==> src/rtl/multicycle_ctrl_if.sv <==
// Control bundle between the multicycle datapath and its sequencer.
// The datapath side uses master; the sequencer uses slave.
interface multicycle_ctrl_if #(
    parameter int CNT_W = 32
);
    logic [6:0]       opcode;
    logic             zero;
    logic             mem_ready;
    logic             pc_write;
    logic             pc_src;
    logic             ir_write;
    logic             mem_read;
    logic             mem_write;
    logic             reg_write;
    logic             mem_to_reg;
    logic             alu_src_b;
    logic [1:0]       alu_op;
    logic             illegal;
    logic [2:0]       state;
    logic [CNT_W-1:0] cycle_cnt;
    logic [CNT_W-1:0] instret_cnt;

    modport master (
        output opcode, zero, mem_ready,
        input  pc_write, pc_src, ir_write, mem_read, mem_write,
        input  reg_write, mem_to_reg, alu_src_b, alu_op, illegal,
        input  state, cycle_cnt, instret_cnt
    );

    modport slave (
        input  opcode, zero, mem_ready,
        output pc_write, pc_src, ir_write, mem_read, mem_write,
        output reg_write, mem_to_reg, alu_src_b, alu_op, illegal,
        output state, cycle_cnt, instret_cnt
    );
endinterface

==> src/rtl/multicycle_ctrl.sv <==
// IF/ID/EX/MEM/WB sequencer for the multicycle RV32I datapath.
// Optional perf counters: define MC_CTRL_PERF_CNT_EN.
module multicycle_ctrl #(
    parameter int CNT_W = 32
) (
    input  logic               clk,
    input  logic               rst_n,
    multicycle_ctrl_if.slave   bus
);
    localparam logic [2:0] S_IF  = 3'd0;
    localparam logic [2:0] S_ID  = 3'd1;
    localparam logic [2:0] S_EX  = 3'd2;
    localparam logic [2:0] S_MEM = 3'd3;
    localparam logic [2:0] S_WB  = 3'd4;

    localparam logic [6:0] OP_R   = 7'b0110011;
    localparam logic [6:0] OP_I   = 7'b0010011;
    localparam logic [6:0] OP_LW  = 7'b0000011;
    localparam logic [6:0] OP_SW  = 7'b0100011;
    localparam logic [6:0] OP_BEQ = 7'b1100011;

    logic [2:0] state_q;
    logic [2:0] state_d;
    logic [6:0] op_q;
    logic       id_legal;
    logic       is_r;
    logic       is_i;
    logic       is_lw;
    logic       is_sw;
    logic       is_beq;

    logic       pc_write;
    logic       pc_src;
    logic       ir_write;
    logic       mem_read;
    logic       mem_write;
    logic       reg_write;
    logic       mem_to_reg;
    logic       alu_src_b;
    logic [1:0] alu_op;
    logic       illegal;

    assign is_r   = (op_q == OP_R);
    assign is_i   = (op_q == OP_I);
    assign is_lw  = (op_q == OP_LW);
    assign is_sw  = (op_q == OP_SW);
    assign is_beq = (op_q == OP_BEQ);

    // Legality of the opcode presented by the IR during decode
    always_comb begin
        id_legal = 1'b0;
        case (bus.opcode)
            OP_R, OP_I, OP_LW, OP_SW, OP_BEQ: id_legal = 1'b1;
            default:                          id_legal = 1'b0;
        endcase
    end

    // State register; the opcode is latched while in decode
    always_ff @(posedge clk) begin
        if (!rst_n) begin
            state_q <= S_IF;
            op_q    <= '0;
        end else begin
            state_q <= state_d;
            if (state_q == S_ID) begin
                op_q <= bus.opcode;
            end
        end
    end

    // Next-state selection; memory phases wait for mem_ready
    always_comb begin
        state_d = S_IF;
        case (state_q)
            S_IF: begin
                state_d = bus.mem_ready ? S_ID : S_IF;
            end
            S_ID: begin
                state_d = id_legal ? S_EX : S_IF;
            end
            S_EX: begin
                if (is_lw || is_sw) begin
                    state_d = S_MEM;
                end else if (is_r || is_i) begin
                    state_d = S_WB;
                end else begin
                    state_d = S_IF;
                end
            end
            S_MEM: begin
                if (!bus.mem_ready) begin
                    state_d = S_MEM;
                end else if (is_lw) begin
                    state_d = S_WB;
                end else begin
                    state_d = S_IF;
                end
            end
            S_WB:    state_d = S_IF;
            default: state_d = S_IF;
        endcase
    end

    // Per-state control decode, all quiet while reset is held
    always_comb begin
        pc_write   = 1'b0;
        pc_src     = 1'b0;
        ir_write   = 1'b0;
        mem_read   = 1'b0;
        mem_write  = 1'b0;
        reg_write  = 1'b0;
        mem_to_reg = 1'b0;
        alu_src_b  = 1'b0;
        alu_op     = 2'b00;
        illegal    = 1'b0;
        if (rst_n) begin
            case (state_q)
                S_IF: begin
                    mem_read = 1'b1;
                    ir_write = bus.mem_ready;
                    pc_write = bus.mem_ready;
                end
                S_ID: begin
                    illegal = !id_legal;
                end
                S_EX: begin
                    alu_src_b = is_i || is_lw || is_sw;
                    if (is_r) begin
                        alu_op = 2'b10;
                    end else if (is_i) begin
                        alu_op = 2'b11;
                    end else if (is_beq) begin
                        alu_op   = 2'b01;
                        pc_src   = 1'b1;
                        pc_write = bus.zero;
                    end
                end
                S_MEM: begin
                    mem_read  = is_lw;
                    mem_write = is_sw;
                end
                S_WB: begin
                    reg_write  = 1'b1;
                    mem_to_reg = is_lw;
                end
                default: ;
            endcase
        end
    end

    assign bus.pc_write   = pc_write;
    assign bus.pc_src     = pc_src;
    assign bus.ir_write   = ir_write;
    assign bus.mem_read   = mem_read;
    assign bus.mem_write  = mem_write;
    assign bus.reg_write  = reg_write;
    assign bus.mem_to_reg = mem_to_reg;
    assign bus.alu_src_b  = alu_src_b;
    assign bus.alu_op     = alu_op;
    assign bus.illegal    = illegal;
    assign bus.state      = rst_n ? state_q : 3'd0;

`ifdef MC_CTRL_PERF_CNT_EN
    localparam logic [CNT_W-1:0] ONE = CNT_W'(1);

    logic             retire;
    logic [CNT_W-1:0] cyc_q;
    logic [CNT_W-1:0] ret_q;

    assign retire = (state_q == S_WB)
                 || (state_q == S_MEM && is_sw && bus.mem_ready)
                 || (state_q == S_EX && is_beq);

    // Free-running cycle count and retired-instruction count
    always_ff @(posedge clk) begin
        if (!rst_n) begin
            cyc_q <= '0;
            ret_q <= '0;
        end else begin
            cyc_q <= cyc_q + ONE;
            if (retire) begin
                ret_q <= ret_q + ONE;
            end
        end
    end

    assign bus.cycle_cnt   = rst_n ? cyc_q : '0;
    assign bus.instret_cnt = rst_n ? ret_q : '0;
`else
    assign bus.cycle_cnt   = '0;
    assign bus.instret_cnt = '0;
`endif
endmodule
==> src/flat_wrapper.sv <==
// flat-port wrapper written by rule: the top's interface ports become plain ports
module multicycle_ctrl_flat 
#(
    parameter int CNT_W = 32
)
  (clk, rst_n, bus_opcode, bus_zero, bus_mem_ready, bus_pc_write, bus_pc_src, bus_ir_write, bus_mem_read, bus_mem_write, bus_reg_write, bus_mem_to_reg, bus_alu_src_b, bus_alu_op, bus_illegal, bus_state, bus_cycle_cnt, bus_instret_cnt);
  multicycle_ctrl_if #(.CNT_W(CNT_W)) bus_i ();
  input  logic clk;
  input  logic rst_n;
  input wire logic [$bits(bus_i.opcode)-1:0] bus_opcode;
  input wire logic [$bits(bus_i.zero)-1:0] bus_zero;
  input wire logic [$bits(bus_i.mem_ready)-1:0] bus_mem_ready;
  output wire logic [$bits(bus_i.pc_write)-1:0] bus_pc_write;
  output wire logic [$bits(bus_i.pc_src)-1:0] bus_pc_src;
  output wire logic [$bits(bus_i.ir_write)-1:0] bus_ir_write;
  output wire logic [$bits(bus_i.mem_read)-1:0] bus_mem_read;
  output wire logic [$bits(bus_i.mem_write)-1:0] bus_mem_write;
  output wire logic [$bits(bus_i.reg_write)-1:0] bus_reg_write;
  output wire logic [$bits(bus_i.mem_to_reg)-1:0] bus_mem_to_reg;
  output wire logic [$bits(bus_i.alu_src_b)-1:0] bus_alu_src_b;
  output wire logic [$bits(bus_i.alu_op)-1:0] bus_alu_op;
  output wire logic [$bits(bus_i.illegal)-1:0] bus_illegal;
  output wire logic [$bits(bus_i.state)-1:0] bus_state;
  output wire logic [$bits(bus_i.cycle_cnt)-1:0] bus_cycle_cnt;
  output wire logic [$bits(bus_i.instret_cnt)-1:0] bus_instret_cnt;
  assign bus_i.opcode = bus_opcode;
  assign bus_i.zero = bus_zero;
  assign bus_i.mem_ready = bus_mem_ready;
  assign bus_pc_write = bus_i.pc_write;
  assign bus_pc_src = bus_i.pc_src;
  assign bus_ir_write = bus_i.ir_write;
  assign bus_mem_read = bus_i.mem_read;
  assign bus_mem_write = bus_i.mem_write;
  assign bus_reg_write = bus_i.reg_write;
  assign bus_mem_to_reg = bus_i.mem_to_reg;
  assign bus_alu_src_b = bus_i.alu_src_b;
  assign bus_alu_op = bus_i.alu_op;
  assign bus_illegal = bus_i.illegal;
  assign bus_state = bus_i.state;
  assign bus_cycle_cnt = bus_i.cycle_cnt;
  assign bus_instret_cnt = bus_i.instret_cnt;
  multicycle_ctrl #(.CNT_W(CNT_W)) u_core (.clk(clk), .rst_n(rst_n), .bus(bus_i));
endmodule
==> config.mk <==
export PLATFORM = sky130hd
export DESIGN_NAME = multicycle_ctrl_flat
export DESIGN_NICKNAME = d
export VERILOG_FILES = /design/src/rtl/multicycle_ctrl_if.sv /design/src/rtl/multicycle_ctrl.sv /design/src/flat_wrapper.sv
export SDC_FILE = /design/constraint.sdc
export NUM_CORES = 1
export LEC_CHECK = 0
export ABC_CLOCK_PERIOD_IN_PS = 1620
export BUFFER_PORTS_ARGS = -buffer_cell sky130_fd_sc_hd__buf_2
export CAP_MARGIN = 40
export CORE_MARGIN = 4
export CORE_UTILIZATION = 23
export CTS_BUF_LIST = sky130_fd_sc_hd__clkbuf_2 sky130_fd_sc_hd__clkbuf_4 sky130_fd_sc_hd__clkbuf_8
export DETAILED_ROUTE_END_ITERATION = 8
export PLACE_DENSITY = 0.6
export SETUP_SLACK_MARGIN = 0.05
export SLEW_MARGIN = 40
export SYNTH_ARGS = -nofsm -noshare
export SYNTH_HDL_FRONTEND = slang
export SYNTH_SLANG_ARGS = --single-unit
==> constraint.sdc <==
create_clock -name clk -period 1.62 [get_ports clk]
set_input_delay 0.243 -clock clk [delete_from_list [all_inputs] [get_ports clk]]
set_output_delay 0.243 -clock clk [all_outputs]
set_load 0.01 [all_outputs]
# Word-level counts from Yosys, hierarchy flattened
# Cells that the tools add are included.
# totals
reg_bits	10
wordCells	61
# op_classes
n_reduce_logical	7
n_eq_ne	14
mux	38
# op_table
operator	n
$eq 7x6->1 const B	4
$mux 1	25
$mux 3	5
$eq 7x2->1 const B	2
$eq 7x5->1 const B	2
$eq 7x7->1 const B	2
$pmux 3 s4	1
$mux 2	5
$eq 3x2->1 const B	2
$reduce_or 5->1	1
$logic_or 1x1->1	4
$pmux 1 s2	2
$eq 3x1->1 const B	1
$eq 3x3->1 const B	1
$logic_not 3->1	1
$logic_not 1->1	1

# Logic depth before layout (Yosys ltp)
# Gate-level depths: netlist of run 1.
# logic_depth
ltp_word	6
mapped_depth	4
depth_no_buf	3

# Worst setup path after synthesis of run 1
# No wires, ideal clock.
# synth_timing
kind	register to output
from	register u_core.state_q[1]
to	output bus_mem_to_reg
path_slack_ps	233
path_stages_with_launch	5
arrival_ps	1144
path_buffers	1
cell_sequence	dfxtp_1 > buf_6 > or2_2 > nor2_1 > and3b_1
# synth_via
elab_chain_cells	3
# synth_lines
element	line_no	text
start: declaration	multicycle_ctrl.sv:22	logic [2:0] state_q;
start signal: assignment	multicycle_ctrl.sv:64	state_q <= state_d;
$eq 3x3->1	multicycle_ctrl.sv:117	case (state_q)
$mux 1	multicycle_ctrl.sv:117	
$mux 1	multicycle_ctrl.sv:116	if (rst_n) begin
end: declaration	flat_wrapper.sv:19	output wire logic [$bits(bus_i.mem_to_reg)-1:0] bus_mem_to_reg;
# No other way between the ends.

# Final worst setup path of run 1
# layout_timing
from	register u_core.op_q[2]
to	output bus_mem_write
# layout_via
elab_chain_cells	3
# layout_lines
element	line_no	text
start: declaration	multicycle_ctrl.sv:24	logic [6:0] op_q;
start signal: assignment	multicycle_ctrl.sv:66	op_q <= bus.opcode;
$eq 7x6->1	multicycle_ctrl.sv:46	assign is_sw = (op_q == OP_SW);
$mux 1	multicycle_ctrl.sv:117	
$mux 1	multicycle_ctrl.sv:116	
end: declaration	flat_wrapper.sv:17	output wire logic [$bits(bus_i.mem_write)-1:0] bus_mem_write;
# No other way between the ends.

==> qor.txt, run 1 <==
status -> completed
clock root buffer -> clkbuf_8
P_leak -> 0.000609 uW
PortBufs -> 24
Hold Startpoint -> bus_mem_ready
IO Count -> 89
Final Slew Violations -> 0
Async SR Flop Fraction -> 0
H-tree levels -> 1
Final Hold Viols -> 0
HPWL after DPL -> 1880 um
Worst path max stage delay -> 0.38 ns
Filler Cells Inserted -> 536
Worst setup startpoint -> u_core.op_q[2]
via count -> 809
fin nets -> 177
worst clock skew -> 0.00728 ns
RSZ-0062 raised after global routing -> true
Worst setup EP type -> primary output
Worst setup endpoint -> bus_mem_write
Max VDD drop -> 0.197 mV
ratio of cells with drive above 1 in the final layout -> 0.321
HP Class -> input pin to flip-flop
GRT overflow -> 0
first-pass GRT wire length -> 3170 um
Pwr per Cell Area -> 620 nW/um^2
CP required -> 1.38 ns
vias in the first global route -> 675
Post-Place Setup Slack -> 0.142 ns
Routed WL per cell -> 9.78 um
register area -> 211 um^2
Clk Latency, worst-skew pair -> 0.24 ns
antenna-violating nets left -> 0
Worst Setup Start Kind -> flip-flop
GP Congestion -> 0.785
Starting Density -> 0.242
Post-synth EDFFs -> 0
Reg clk slew, reported paths -> 0.05 ns
CP Class -> flip-flop to primary output
DRC violations left -> 0
fin crit period -> 1.60 ns
max frequency -> 626 MHz
WL final -> 2270 um
Die Width -> 78.9 um
Max Cap Violations -> 0
CTS tree -> done
slowest stage cell, crit path -> and4bb_4
Die Ht -> 78.9 um
via/cell ratio -> 3.49
most common cell after layout, fill and taps aside -> conb_1
n_diodes -> 0
cts bufs inserted -> 3
Setup Fix Bufs, Post-CTS -> 0
Syn Inst Count -> 140
post-synthesis register bit count -> 10
first-pass detailed-route iteration total -> 4
initial drt markers -> 39
R2R depth -> 3
Setup violations, final -> 0
area occupied by multi-input gates -> 698 um^2
Design Area, Final -> 1210 um^2
Placed Instance Area -> 1100 um^2
Main synth FF type -> dfxtp_1
R2R Setup Slk -> 0.46 ns
reg2reg end -> u_core.state_q[1]
CP Max Fanout -> 6
Max clock buf depth -> 2
Layout area overhead -> 4.43%
Seq/Total Area, Yosys -> 0.173
Avg Cell Area, Syn -> 8.27 um^2
Post-Syn Area -> 1160 um^2
initial antenna violation count -> 0
most frequent cells in the layout -> conb_1 (64), buf_2 (23), mux2i_1 (7), nor2b_1 (7), dfxtp_1 (5)
fin crit share -> 0.986
warnings from Yosys -> 0
largest net degree at the start of global routing -> 14
total track usage -> 0.0655
Critical Path AT -> 1.35 ns
CTS Sinks -> 10
Core ar. -> 4790 um^2
hold_buf cts -> 0
Die ar. -> 6230 um^2
FP Rows -> 25
Cell Chain, Critical Path -> and4bb_4 > and2_4 > and3_4 > buf_6
FF-to-FF Start -> u_core.op_q[2]
synth unique cells -> 38
worst setup margin -> 0.0222 ns
-- area by class of cell --
| type | instances | area share |
|---|---|---|
| flip-flops and latches | 10 | 0.175 |
| inverters | 2 | 0.00621 |
| well taps | 67 | 0.0694 |
| clock buffers | 4 | 0.0455 |
| repair buffers | 27 | 0.126 |
| multi-input cells | 122 | 0.578 |
-- worst max-delay path: cells and delay by family, from the launching register on --
kind                   cells  cell delay, ns
buffers and inverters      1            0.09
AND/OR/NAND/NOR            3            0.73
flip-flops                 1            0.30
-- synthesized netlist by cell type, types with 2 or more instances --
library cell / n / area share
inv_1: 2 / 0.0065
nand2b_1: 3 / 0.016
nor3_1: 3 / 0.013
nor3b_1: 2 / 0.013
dfxtp_1: 10 / 0.17
buf_6: 2 / 0.019
mux2i_1: 7 / 0.061
nor2_1: 5 / 0.016
a211oi_1: 2 / 0.013
nor2b_1: 7 / 0.038
buf_4: 64 / 0.42
nand2_1: 3 / 0.0097
a21oi_1: 4 / 0.017
and2_1: 2 / 0.011
-- power breakdown --
group	total (uW)	internal [uW]	switching (uW)
registers	266	255	11.0
clock network	320	214	105
logic	164	46.5	117
total	750	516	234
-- per-layer routing --
metal / global-route usage / part of all wire / vias to the layer above
met3: 0.0147 / 0.14 / 5
met1: 0.0788 / 0.36 / 358
met2: 0.104 / 0.48 / 60
met4: 0.0430 / 0.017 / 0
li1: - / - / 386
met5: 0 / 0 / -
-- per-stage QoR --
| step | util | hold WS [ns] | power [uW] | std cells | TNS (ns) |
|---|---|---|---|---|---|
| 4_1_cts | 0.246 | 0.248 | 746 | 232 | -0.0337 |
| 3_3_place_gp | 0.231 | 0.499 | 427 | 228 | 0 |
| 6_report | 0.253 | 0.251 | 750 | 232 | 0 |
| 5_1_grt | 0.253 | 0.256 | 789 | 232 | -0.188 |
| 2_1_floorplan | - | 0.340 | 506 | 203 | 0 |
| 3_5_place_dp | 0.231 | 0.510 | 428 | 228 | 0 |
-- state kept, by name, indices dropped and copies added, names as in the netlist --
signal	cells
u_core.op_q	7
u_core.state_q	3
-- worst min-delay path by stage --
stage	to	slack, ns	cells after the start
4_1_cts	u_core.state_q[0]	0.25	2
2_1_floorplan	u_core.state_q[0]	0.34	1
6_report	u_core.state_q[0]	0.25	2
5_1_grt	u_core.state_q[0]	0.26	2
3_3_place_gp	u_core.op_q[3]	0.50	2
3_5_place_dp	u_core.state_q[0]	0.51	2
-- cells by family (layout without fill, tap and decap cells) --
family          count (synthesis)  in the layout  synth area share
compound gates                 11             11            0.0714
buf+inv                        71             33             0.453
flops                          10             10             0.173
mux                             7              7            0.0605
other cells                     1             64           0.00324
simple gates                   40             40             0.239
-- timing repair --
| action | CTS | global route |
|---|---|---|
| gates resized for setup | 6 | 11 |
| pin swaps | 2 | 2 |
| gates cloned | 0 | 0 |
| endpoints found under the setup margin | 8 | 10 |
Note: power is estimated with default switching activity, not from simulation.
==> run 2: changes to the inputs <==
Settings changed: CELL_PAD_IN_SITES_DETAIL_PLACEMENT from default to 1, CELL_PAD_IN_SITES_GLOBAL_PLACEMENT from default to 1, HOLD_SLACK_MARGIN from default to 0.06, PLACE_DENSITY 0.6 to 0.82.
==> run 2 against run 1 <==
Compared with the run above: combinational power down 5%; sequential power rose by 3%; critical endpoint unchanged; design area down 2.3%; hold slack better by 0.037 ns; largest cell class unchanged; critical path depth is the same; highest routed layer unchanged; via count grew 1.9%; clock power fell by 24%.
==> qor.txt, run 2 (synthesized netlist as in run 1, its figures left out) <==
R2R depth -> 4 (+1)
Worst setup EP type -> primary output
final core occ -> 0.247 (-0.00575)
Reg clk slew, reported paths -> 0.05 ns (about the same)
most common cell after layout, fill and taps aside -> conb_1
Placed Cells -> 226 (-0.88%)
antenna-violating nets left -> 0 (unchanged)
FF-to-FF Start -> u_core.op_q[4]
GRT met1 Usage -> 0.0835 (+0.00474)
Critical Path AT -> 1.35 ns (about the same)
fin nets -> 177 (unchanged)
Top Registers -> u_core.op_q (7), u_core.state_q (3)
critical path depth -> 4 (unchanged)
cts bufs inserted -> 3 (unchanged)
Layout area overhead -> 2.05%
via count -> 824 (+1.9%)
fin crit period -> 1.59 ns (-0.00725 ns)
Worst Setup Start Kind -> flip-flop
clock root buffer -> clkbuf_8
HP Class -> input pin to flip-flop
Max VDD drop -> 0.203 mV (+2.6%)
Clk Latency, worst-skew pair -> 0.22 ns (-0.02 ns)
Cell Chain, Critical Path -> and4bb_4 > and2_4 > and3_4 > buf_6
Final Slew Violations -> 0 (unchanged)
max FFs per register -> 7 (unchanged)
most frequent cells in the layout -> conb_1 (64), buf_2 (23), mux2i_1 (7), nor2b_1 (7)
CP Class -> flip-flop to primary output
Hold Startpoint -> bus_mem_ready
Final Hold Slack -> 0.288 ns (+0.0369 ns)
busiest grt layer -> met2
GRT overflow -> 0 (unchanged)
sum of negative setup slack -> 0 ns (unchanged)
slowest stage cell, crit path -> and4bb_4
DRC violations left -> 0 (unchanged)
CTS tree -> done
WL final -> 2400 um (+6.0%)
fin crit share -> 0.982 (-0.00448)
max frequency -> 629 MHz (+0.46%)
first-pass GRT wire length -> 3550 um (+12%)
Worst setup startpoint -> u_core.op_q[3]
family with the most delay on the worst path -> simple AND/OR/NAND/NOR gates
H-tree levels -> 1 (unchanged)
Starting Density -> 0.242 (unchanged)
Die ar. -> 6230 um^2 (unchanged)
initial drt markers -> 25 (-36%)
n_diodes -> 0 (unchanged)
Worst setup endpoint -> bus_mem_write
GR Layer Usage met2 -> 0.116 (+0.0119)
Worst path max stage delay -> 0.38 ns (about the same)
RSZ-0062 raised after global routing -> true
IO Count -> 89 (unchanged)
Post-Layout Cell Count -> 231 (-0.43%)
Largest Register -> u_core.op_q
Hold Path Depth -> 2 (unchanged)
Pwr per Cell Area -> 570 nW/um^2 (-8.1%)
GP Congestion -> 0.728 (-7.2%)
vias in the first global route -> 796 (+18%)
first-pass detailed-route iteration total -> 3 (-1)
Die Width -> 78.9 um (unchanged)
R2R Setup Slk -> 0.27 ns (-0.19 ns)
via/cell ratio -> 3.57 (+2.3%)
Crit path buffers/inverters -> 1 (unchanged)
Routed WL per cell -> 10.4 um (+6.4%)
Core ar. -> 4790 um^2 (unchanged)
Setup violations, final -> 0 (unchanged)
Max clock buf depth -> 2 (unchanged)
status -> completed
HPWL after DPL -> 2060 um (+9.7%)
P_leak -> 0.000600 uW (-1.4%)
Final Hold Viols -> 0 (unchanged)
FP Rows -> 25 (unchanged)
initial antenna violation count -> 0 (unchanged)
reg2reg end -> u_core.state_q[1]
Die Ht -> 78.9 um (unchanged)
ratio of cells with drive above 1 in the final layout -> 0.305 (-0.0163)
total track usage -> 0.0691 (+0.00354)
PortBufs -> 24 (unchanged)
largest net degree at the start of global routing -> 14 (unchanged)
Max Cap Violations -> 0 (unchanged)
met3 usage -> 0.0125 (-0.00227)
worst clock skew -> 0.000922 ns (-0.00636 ns)
CTS Sinks -> 10 (unchanged)
CP required -> 1.38 ns (about the same)
CP Max Fanout -> 6 (unchanged)
run 2: cell types whose count changed in the layout (fill, tap and decap cells not counted):
cell and delta:
buf_4 +1, buf_6 -1, clkbuf_8 -1, dfxtp_2 +2, dfxtp_4 -2, nor2_1 +2, nor2_2 -2
run 2: routing by layer:
| layer | vias up | wire [um] |
|---|---|---|
| li1 | 385 | - |
| met1 | 380 | 955 |
| met2 | 53 | 1150 |
| met3 | 6 | 229 |
| met4 | 0 | 70 |
| met5 | - | 0 |
run 2: repair_timing:
item                                   in CTS  in global routing
hold buffers                                0                  0
pin swaps                                   1                  1
gates cloned                                0                  0
endpoints found under the hold margin       0                  0
gates resized for setup                     9                  3
setup buffers                               1                  1
setup endpoints to repair                   8                  7
run 2: worst reg2reg max path: stages, from the launching register on:
cell     delay [ns]
dfxtp_1        0.47
nor2_1         0.14
and2_4         0.18
buf_4          0.12
a221o_1        0.33
run 2: where the power goes:
part	switching, uW	total, uW	internal, uW	leakage, uW
sequential	14.9	273	258	0.0000837
combinational	113	156	42.8	0.000495
clock	82.8	244	162	0.0000216
run 2: area by class of cell:
type	count	area, um^2
Fill cell	606	3600
Multi-Input combinational cell	122	693
Clock buffer	3	41.3
Sequential cell	10	206
Timing Repair Buffer	27	149
Tap cell	67	83.8
Inverter	2	7.51
run 2: through the flow:
stage          total power [uW]  instance area, um^2  setup WS [ns]
2_1_floorplan               506                 1390          0.233
3_3_place_gp                421                 1090          0.193
3_5_place_dp                425                 1090          0.115
4_1_cts                     672                 1160         0.0253
5_1_grt                     723                 1180        -0.0264
6_report                    674                 1180         0.0294
run 2: worst min-delay path by stage:
stage                              to
finish              u_core.state_q[0]
global route        u_core.state_q[0]
CTS                 u_core.state_q[0]
detailed placement     u_core.op_q[3]
global placement       u_core.op_q[3]
floorplan           u_core.state_q[0]
